### config.mk
export PLATFORM = sky130hd
export DESIGN_NAME = tdc_therm_decoder
export DESIGN_NICKNAME = d
export VERILOG_FILES = /design/src/rtl/adpll_tdc_pkg.sv /design/src/rtl/tdc_bubble_fix.sv /design/src/rtl/tdc_therm_decoder.sv
export SDC_FILE = /design/constraint.sdc
export NUM_CORES = 1
export LEC_CHECK = 0
export CELL_PAD_IN_SITES_DETAIL_PLACEMENT = 1
export CELL_PAD_IN_SITES_GLOBAL_PLACEMENT = 2
export CORE_MARGIN = 3
export CORE_UTILIZATION = 41
export CTS_BUF_LIST = sky130_fd_sc_hd__clkbuf_2 sky130_fd_sc_hd__clkbuf_4 sky130_fd_sc_hd__clkbuf_8
export CTS_CLUSTER_DIAMETER = 30
export CTS_CLUSTER_SIZE = 25
export DETAILED_ROUTE_END_ITERATION = 10
export PLACE_DENSITY_LB_ADDON = 0.1
export SYNTH_ARGS = -nofsm -noshare
export SYNTH_HDL_FRONTEND = slang
export SYNTH_HIERARCHICAL = 1
export SYNTH_SLANG_ARGS = --single-unit
### constraint.sdc
create_clock -name clk -period 3.4 [get_ports clk]
set_input_delay 0.51 -clock clk [delete_from_list [all_inputs] [get_ports clk]]
set_output_delay 0.51 -clock clk [all_outputs]
set_load 0.05 [all_outputs]
### src/rtl/adpll_tdc_pkg.sv
// Shared constants for the TDC thermometer decoder.
//   N_TAPS_DEF : default delay-line tap count
//   ERR_CNT_W  : width of the saturating code-error counter
//   bw_of()    : output code width able to hold 0..n_taps
package adpll_tdc_pkg;

  localparam int N_TAPS_DEF = 64;
  localparam int ERR_CNT_W  = 8;

  function automatic int bw_of(input int n_taps);
    return $clog2(n_taps + 1);
  endfunction

endpackage

### src/rtl/tdc_bubble_fix.sv
// Combinational bubble correction for a TDC thermometer code.
// Each output bit is the 3-input majority of itself and its neighbours.
// Below tap 0 the line is treated as 1, above the last tap as 0, so the
// end taps are corrected consistently with an ideal thermometer.
// Ports:
//   i_therm [N_TAPS] : raw (registered) thermometer code, bit 0 = first tap
//   o_corr  [N_TAPS] : bubble-corrected code
module tdc_bubble_fix #(
  parameter int N_TAPS = 64
) (
  input  logic [N_TAPS-1:0] i_therm,
  output logic [N_TAPS-1:0] o_corr
);

  // w_ext[i+1] = i_therm[i]; w_ext[0] = 1, w_ext[N_TAPS+1] = 0
  logic [N_TAPS+1:0] w_ext;
  assign w_ext = {1'b0, i_therm, 1'b1};

  for (genvar gi = 0; gi < N_TAPS; gi++) begin : g_maj
    assign o_corr[gi] = (w_ext[gi]   & w_ext[gi+1]) |
                        (w_ext[gi]   & w_ext[gi+2]) |
                        (w_ext[gi+1] & w_ext[gi+2]);
  end

endmodule

### src/rtl/tdc_therm_decoder.sv
// Three-stage TDC thermometer-to-binary decoder with running statistics.
//   stage 1 : capture therm_in on sample_en
//   stage 2 : bubble correction (tdc_bubble_fix), registered
//   stage 3 : first-zero search -> dout / code_err, registered with dout_valid
// Statistics (dout_min, dout_max, err_cnt) update on the clock edge that
// ends a dout_valid cycle, using the registered dout/code_err.
// Ports:
//   clk, rst_n          : clock, async active-low reset
//   sample_en, therm_in : capture strobe and raw thermometer code
//   stat_clr            : clears min/max trackers and error counter
//   dout, dout_valid    : decoded tap count and its one-cycle qualifier
//   code_err            : corrected code had a 1 above its first 0
//   dout_min, dout_max  : running extremes of dout
//   err_cnt             : saturating count of code_err events
module tdc_therm_decoder
  import adpll_tdc_pkg::*;
#(
  parameter int N_TAPS = N_TAPS_DEF,
  parameter int BW     = bw_of(N_TAPS)
) (
  input  logic                 clk,
  input  logic                 rst_n,
  input  logic                 sample_en,
  input  logic [N_TAPS-1:0]    therm_in,
  input  logic                 stat_clr,
  output logic [BW-1:0]        dout,
  output logic                 dout_valid,
  output logic                 code_err,
  output logic [BW-1:0]        dout_min,
  output logic [BW-1:0]        dout_max,
  output logic [ERR_CNT_W-1:0] err_cnt
);

  localparam logic [BW-1:0]        L_N_TAPS  = BW'(N_TAPS);
  localparam logic [ERR_CNT_W-1:0] L_CNT_MAX = '1;

  logic [N_TAPS-1:0]    r_t1;
  logic                 r_v1;
  logic [N_TAPS-1:0]    w_c;
  logic [N_TAPS-1:0]    r_c;
  logic                 r_v2;
  logic [BW-1:0]        w_idx;
  logic                 w_err;
  logic [BW-1:0]        r_dout;
  logic                 r_err;
  logic                 r_valid;
  logic [BW-1:0]        r_min;
  logic [BW-1:0]        r_max;
  logic [ERR_CNT_W-1:0] r_cnt;

  // Stage 1: data register holds when no strobe
  always_ff @(posedge clk or negedge rst_n) begin
    if (!rst_n) begin
      r_t1 <= '0;
      r_v1 <= 1'b0;
    end else begin
      r_v1 <= sample_en;
      if (sample_en) r_t1 <= therm_in;
    end
  end

  tdc_bubble_fix #(.N_TAPS(N_TAPS)) u_bubble_fix (
    .i_therm (r_t1),
    .o_corr  (w_c)
  );

  // Stage 2
  always_ff @(posedge clk or negedge rst_n) begin
    if (!rst_n) begin
      r_c  <= '0;
      r_v2 <= 1'b0;
    end else begin
      r_v2 <= r_v1;
      if (r_v1) r_c <= w_c;
    end
  end

  // First-zero search; any 1 seen after the first 0 flags a non-clean code
  always_comb begin
    logic w_found;
    w_idx   = L_N_TAPS;
    w_err   = 1'b0;
    w_found = 1'b0;
    for (int i = 0; i < N_TAPS; i++) begin
      if (!w_found && !r_c[i]) begin
        w_idx   = BW'(i);
        w_found = 1'b1;
      end else if (w_found && r_c[i]) begin
        w_err = 1'b1;
      end
    end
  end

  // Stage 3: dout/code_err hold between valid pulses
  always_ff @(posedge clk or negedge rst_n) begin
    if (!rst_n) begin
      r_dout  <= '0;
      r_err   <= 1'b0;
      r_valid <= 1'b0;
    end else begin
      r_valid <= r_v2;
      if (r_v2) begin
        r_dout <= w_idx;
        r_err  <= w_err;
      end
    end
  end

  // Statistics; a clear coincident with a valid result restarts the
  // trackers from that result instead of from the empty state.
  always_ff @(posedge clk or negedge rst_n) begin
    if (!rst_n) begin
      r_min <= L_N_TAPS;
      r_max <= '0;
      r_cnt <= '0;
    end else if (stat_clr && r_valid) begin
      r_min <= r_dout;
      r_max <= r_dout;
      r_cnt <= ERR_CNT_W'(r_err);
    end else if (stat_clr) begin
      r_min <= L_N_TAPS;
      r_max <= '0;
      r_cnt <= '0;
    end else if (r_valid) begin
      if (r_dout < r_min) r_min <= r_dout;
      if (r_dout > r_max) r_max <= r_dout;
      if (r_err && (r_cnt != L_CNT_MAX)) r_cnt <= r_cnt + 1'b1;
    end
  end

  assign dout       = r_dout;
  assign dout_valid = r_valid;
  assign code_err   = r_err;
  assign dout_min   = r_min;
  assign dout_max   = r_max;
  assign err_cnt    = r_cnt;

endmodule

==> flow_summary_export.csv <==
group,metric,value,unit
outcome,status,"finished, final reports clean",
worst_setup_path,worstPathArrival,2.94,ns
pwr,p_seq_share,48.8,%
global_routing,grt.total_usage,20.2,%
synthesis,synthFlopType,"dfrtp_1",
cts,cts.path.max_buffers,2,
cts,clk_latency,0.45,ns
detailed_routing,via_per_inst,5.52,
global_routing,overflow,0,
layout,syn_to_final_growth,19.8,%
sta,holdWs,0.0438,ns
synthesis,synth-async-reset-ratio,100,%
sta,slew_viol_final,0,
placed_design,gp_congestion,0.905,
synthesis,synth_seq_area_share,48.2,%
placed_design,dp_hpwl,16500,microns
global_routing,first_global_vias,6777,
cts,post_cts_resized,0,
synthesis,synth_area_per_cell,11.0,sq um
synthesis,synthCells,761,
pwr,ir_drop,0.267,mV
pwr,leakage,4.05,nW
pwr,p_int,0.00336,W
sta,rsz0062_at_grt,"false",
synthesis,mappedNetlistNets,843,
floorplanning,dieWidth,149,microns
pwr,switching_share,35.8,%
pwr,switchingPower,0.00188,W
worst_setup_path,critPathCaptureType,"flop",
cts,cts_tree,"done",
cts,cts_buffers,17,
layout,drive_above_1_share,25.6,%
cts,clock-root-buffer,"clkbuf_8",
cts,post_cts_buffers,0,
worst_setup_path,worstSetupPathType,"reg2reg",
sta,finClkSkew,0.0123,ns
floorplanning,placementRows,51,
cts,ctsHtreeMaxLevel,4,
flow_run,maxCapViolCount,0,
synthesis,synthesis.area,8370,sq um
floorplanning,die_area,22200,sq um
sta,fin_crit_sh,76.9,%
layout,antenna_cells,0,
detailed_routing,wire_per_inst,19.0,microns
sta,setup_viol,0,
detailed_routing,drc,0,
detailed_routing,firstDrtPassIters,5,
worst_setup_path,reg2regPathDepth,7,
synthesis,yosys_warnings,6,
detailed_routing,drt_iter0_markers,289,
floorplanning,io_pins,99,
worst_setup_path,cp_data_required_time,3.73,ns
global_routing,grt_pass1_wl,35700,microns
worst_setup_path,slowest_delay,0.53,ns
layout,nets,944,
detailed_routing,finalWirelength,21700,microns
global_routing,grt_antenna_before_repair,0,
synthesis,synth_cell_types,60,
placed_design,io_buffers,98,
sta,max_slew.worst_pin.slew,0.714,ns
sta,hold_viol,0,
worst_setup_path,worstPathCellList,"nand4_4, nor3_4, nand4_2, or4_4, a221o_1, nor4_2, a31oi_1",
sta,period_needed,2.61,ns
worst_setup_path,start_kind,"flop",
synthesis,synth.ff_latch_count,161,
floorplanning,core_area,19800,sq um
worst_setup_path,cp_max_fo,9,
pwr,pwr-share-clk,26.1,%
floorplanning,initial_core_util,42.3,%
sta,max_freq,0.383,GHz
detailed_routing,num_vias,6292,
global_routing,grt_max_degree,72,
pwr,power.share.combinational,25.1,%
cts,clkTransAtPathRegs,0.10,ns
synthesis,synth_enable_flop_cells,0,
pwr,power.density,523,nW/um^2
sta,setup-tns-final,0,ns
cts,hold_buffers,0,
sta,maxSlewHeadroom,52.1,%
detailed_routing,ant_nets,0,
floorplanning,die_y,149,microns
layout,n_fill_cell,2163,
worst_hold_path,hold_class,"in2async",
worst_setup_path,worst_path_max_delay_cell,"or4_4",
cts,numClockSinks,161,
pwr,report.power.total,0.00524,W
-- flip-flops by register name, indices dropped and copies added (netlist names) --
signal      count
r_c            64
r_t1           64
err_cnt         8
dout            7
dout_max        7
dout_min        7
code_err        1
dout_valid      1
r_v1            1
r_v2            1
-- worst max-delay path, delay by kind of cell (launching register included) --
kind	cells	cell delay, ns
and+or+nand+nor	5	1.56
AOI/OAI and AO/OA	2	0.49
DFF	1	0.46
-- power by group through the flow --
stage | logic (W) | clock network [W] | registers [W]
3_5_place_dp | 0.00132 | 0 | 0.00260
2_1_floorplan | 0.000718 | 0 | 0.00266
6_report | 0.00131 | 0.00137 | 0.00256
5_1_grt | 0.00144 | 0.00151 | 0.00262
3_3_place_gp | 0.00130 | 0 | 0.00258
4_1_cts | 0.00133 | 0.00142 | 0.00256
-- synthesized netlist by cell type, drive strengths merged, types with 6 or more instances --
cell type / n / area (sq um)
nand3: 17 / 85.1
o21ai: 55 / 275
mux2: 107 / 1200
a31oi: 8 / 50.1
nand2: 81 / 304
a21oi: 20 / 100
maj3: 62 / 698
nor2: 38 / 143
nand4: 25 / 178
dfrtp: 160 / 4000
o211ai: 9 / 67.6
nor3: 8 / 56.3
clkbuf: 13 / 48.8
o22ai: 9 / 56.3
a21o: 6 / 45.0
ha: 14 / 175
nand2b: 7 / 43.8
buf: 8 / 32.5
inv: 37 / 139
mux2i: 6 / 60.1
-- cell families after synthesis --
group | Yosys count | synth area share (%)
simple gates | 203 | 12.0
buf+inv | 58 | 2.63
mux | 113 | 15.1
fa+ha+maj | 76 | 10.4
xor+xnor | 6 | 0.628
compound gates | 144 | 11.0
flops | 161 | 48.2
-- final cells by class --
type,instances,area [sq um],share of cell area [%]
well taps,265,332,3.31
clock inverters,13,119,1.19
multi-input cells,542,4120,41.1
repair buffers,103,1030,10.3
flip-flops and latches,161,4030,40.2
inverters,37,139,1.39
clock buffers,19,255,2.55
-- per-stage QoR --
stage               setup WS [ns]  std cells  utilization (%)  cell area, sq um
floorplan                    1.04        761                -              8370
finish                      0.787       1140             50.7             10000
detailed placement          0.805       1108             48.8              9650
global placement            0.844       1108             48.8              9650
global route                0.578       1140             50.7             10000
CTS                         0.769       1140             50.7             10000
-- metal layers --
metal	wire length, microns	up-vias	global-route usage (%)
met5	0	-	0
met3	646	13	3.16
li1	-	2986	-
met1	10000	3183	27.0
met4	178	0	4.49
met2	10800	110	34.9
-- final timing paths --
| check | end | startpoint | slack [ns] |
|---|---|---|---|
| worst max register to register | code_err | r_c[2] | 0.79 |
| worst max-delay path | code_err | r_c[2] | 0.79 |
| worst min-delay path | dout_min[5] | rst_n | 0.04 |
| max in group asynchronous | r_v1 | rst_n | 2.48 |
| worst min register to register | r_t1[0] | r_t1[0] | 0.54 |
| min in group clk | r_v1 | sample_en | 0.43 |
-- placed cells by master, fill, tap and decap left out, drive strengths merged, types with 5 or more instances in the layout --
cell / netlist / layout
a21boi: 5 / 5
a21o: 6 / 6
a21oi: 20 / 20
a31oi: 8 / 8
buf: 8 / 7
clkbuf: 13 / 19
clkdlybuf4s50: 0 / 96
dfrtp: 160 / 160
ha: 14 / 14
inv: 37 / 45
maj3: 62 / 62
mux2: 107 / 107
mux2i: 6 / 6
nand2: 81 / 81
nand2b: 7 / 7
nand3: 17 / 17
nand4: 25 / 25
nor2: 38 / 38
nor3: 8 / 8
nor4: 5 / 5
o211ai: 9 / 9
o21ai: 55 / 55
o22ai: 9 / 9
o32a: 5 / 5
or2: 5 / 5
xor2: 5 / 5
(Power assumes the default switching activity.)
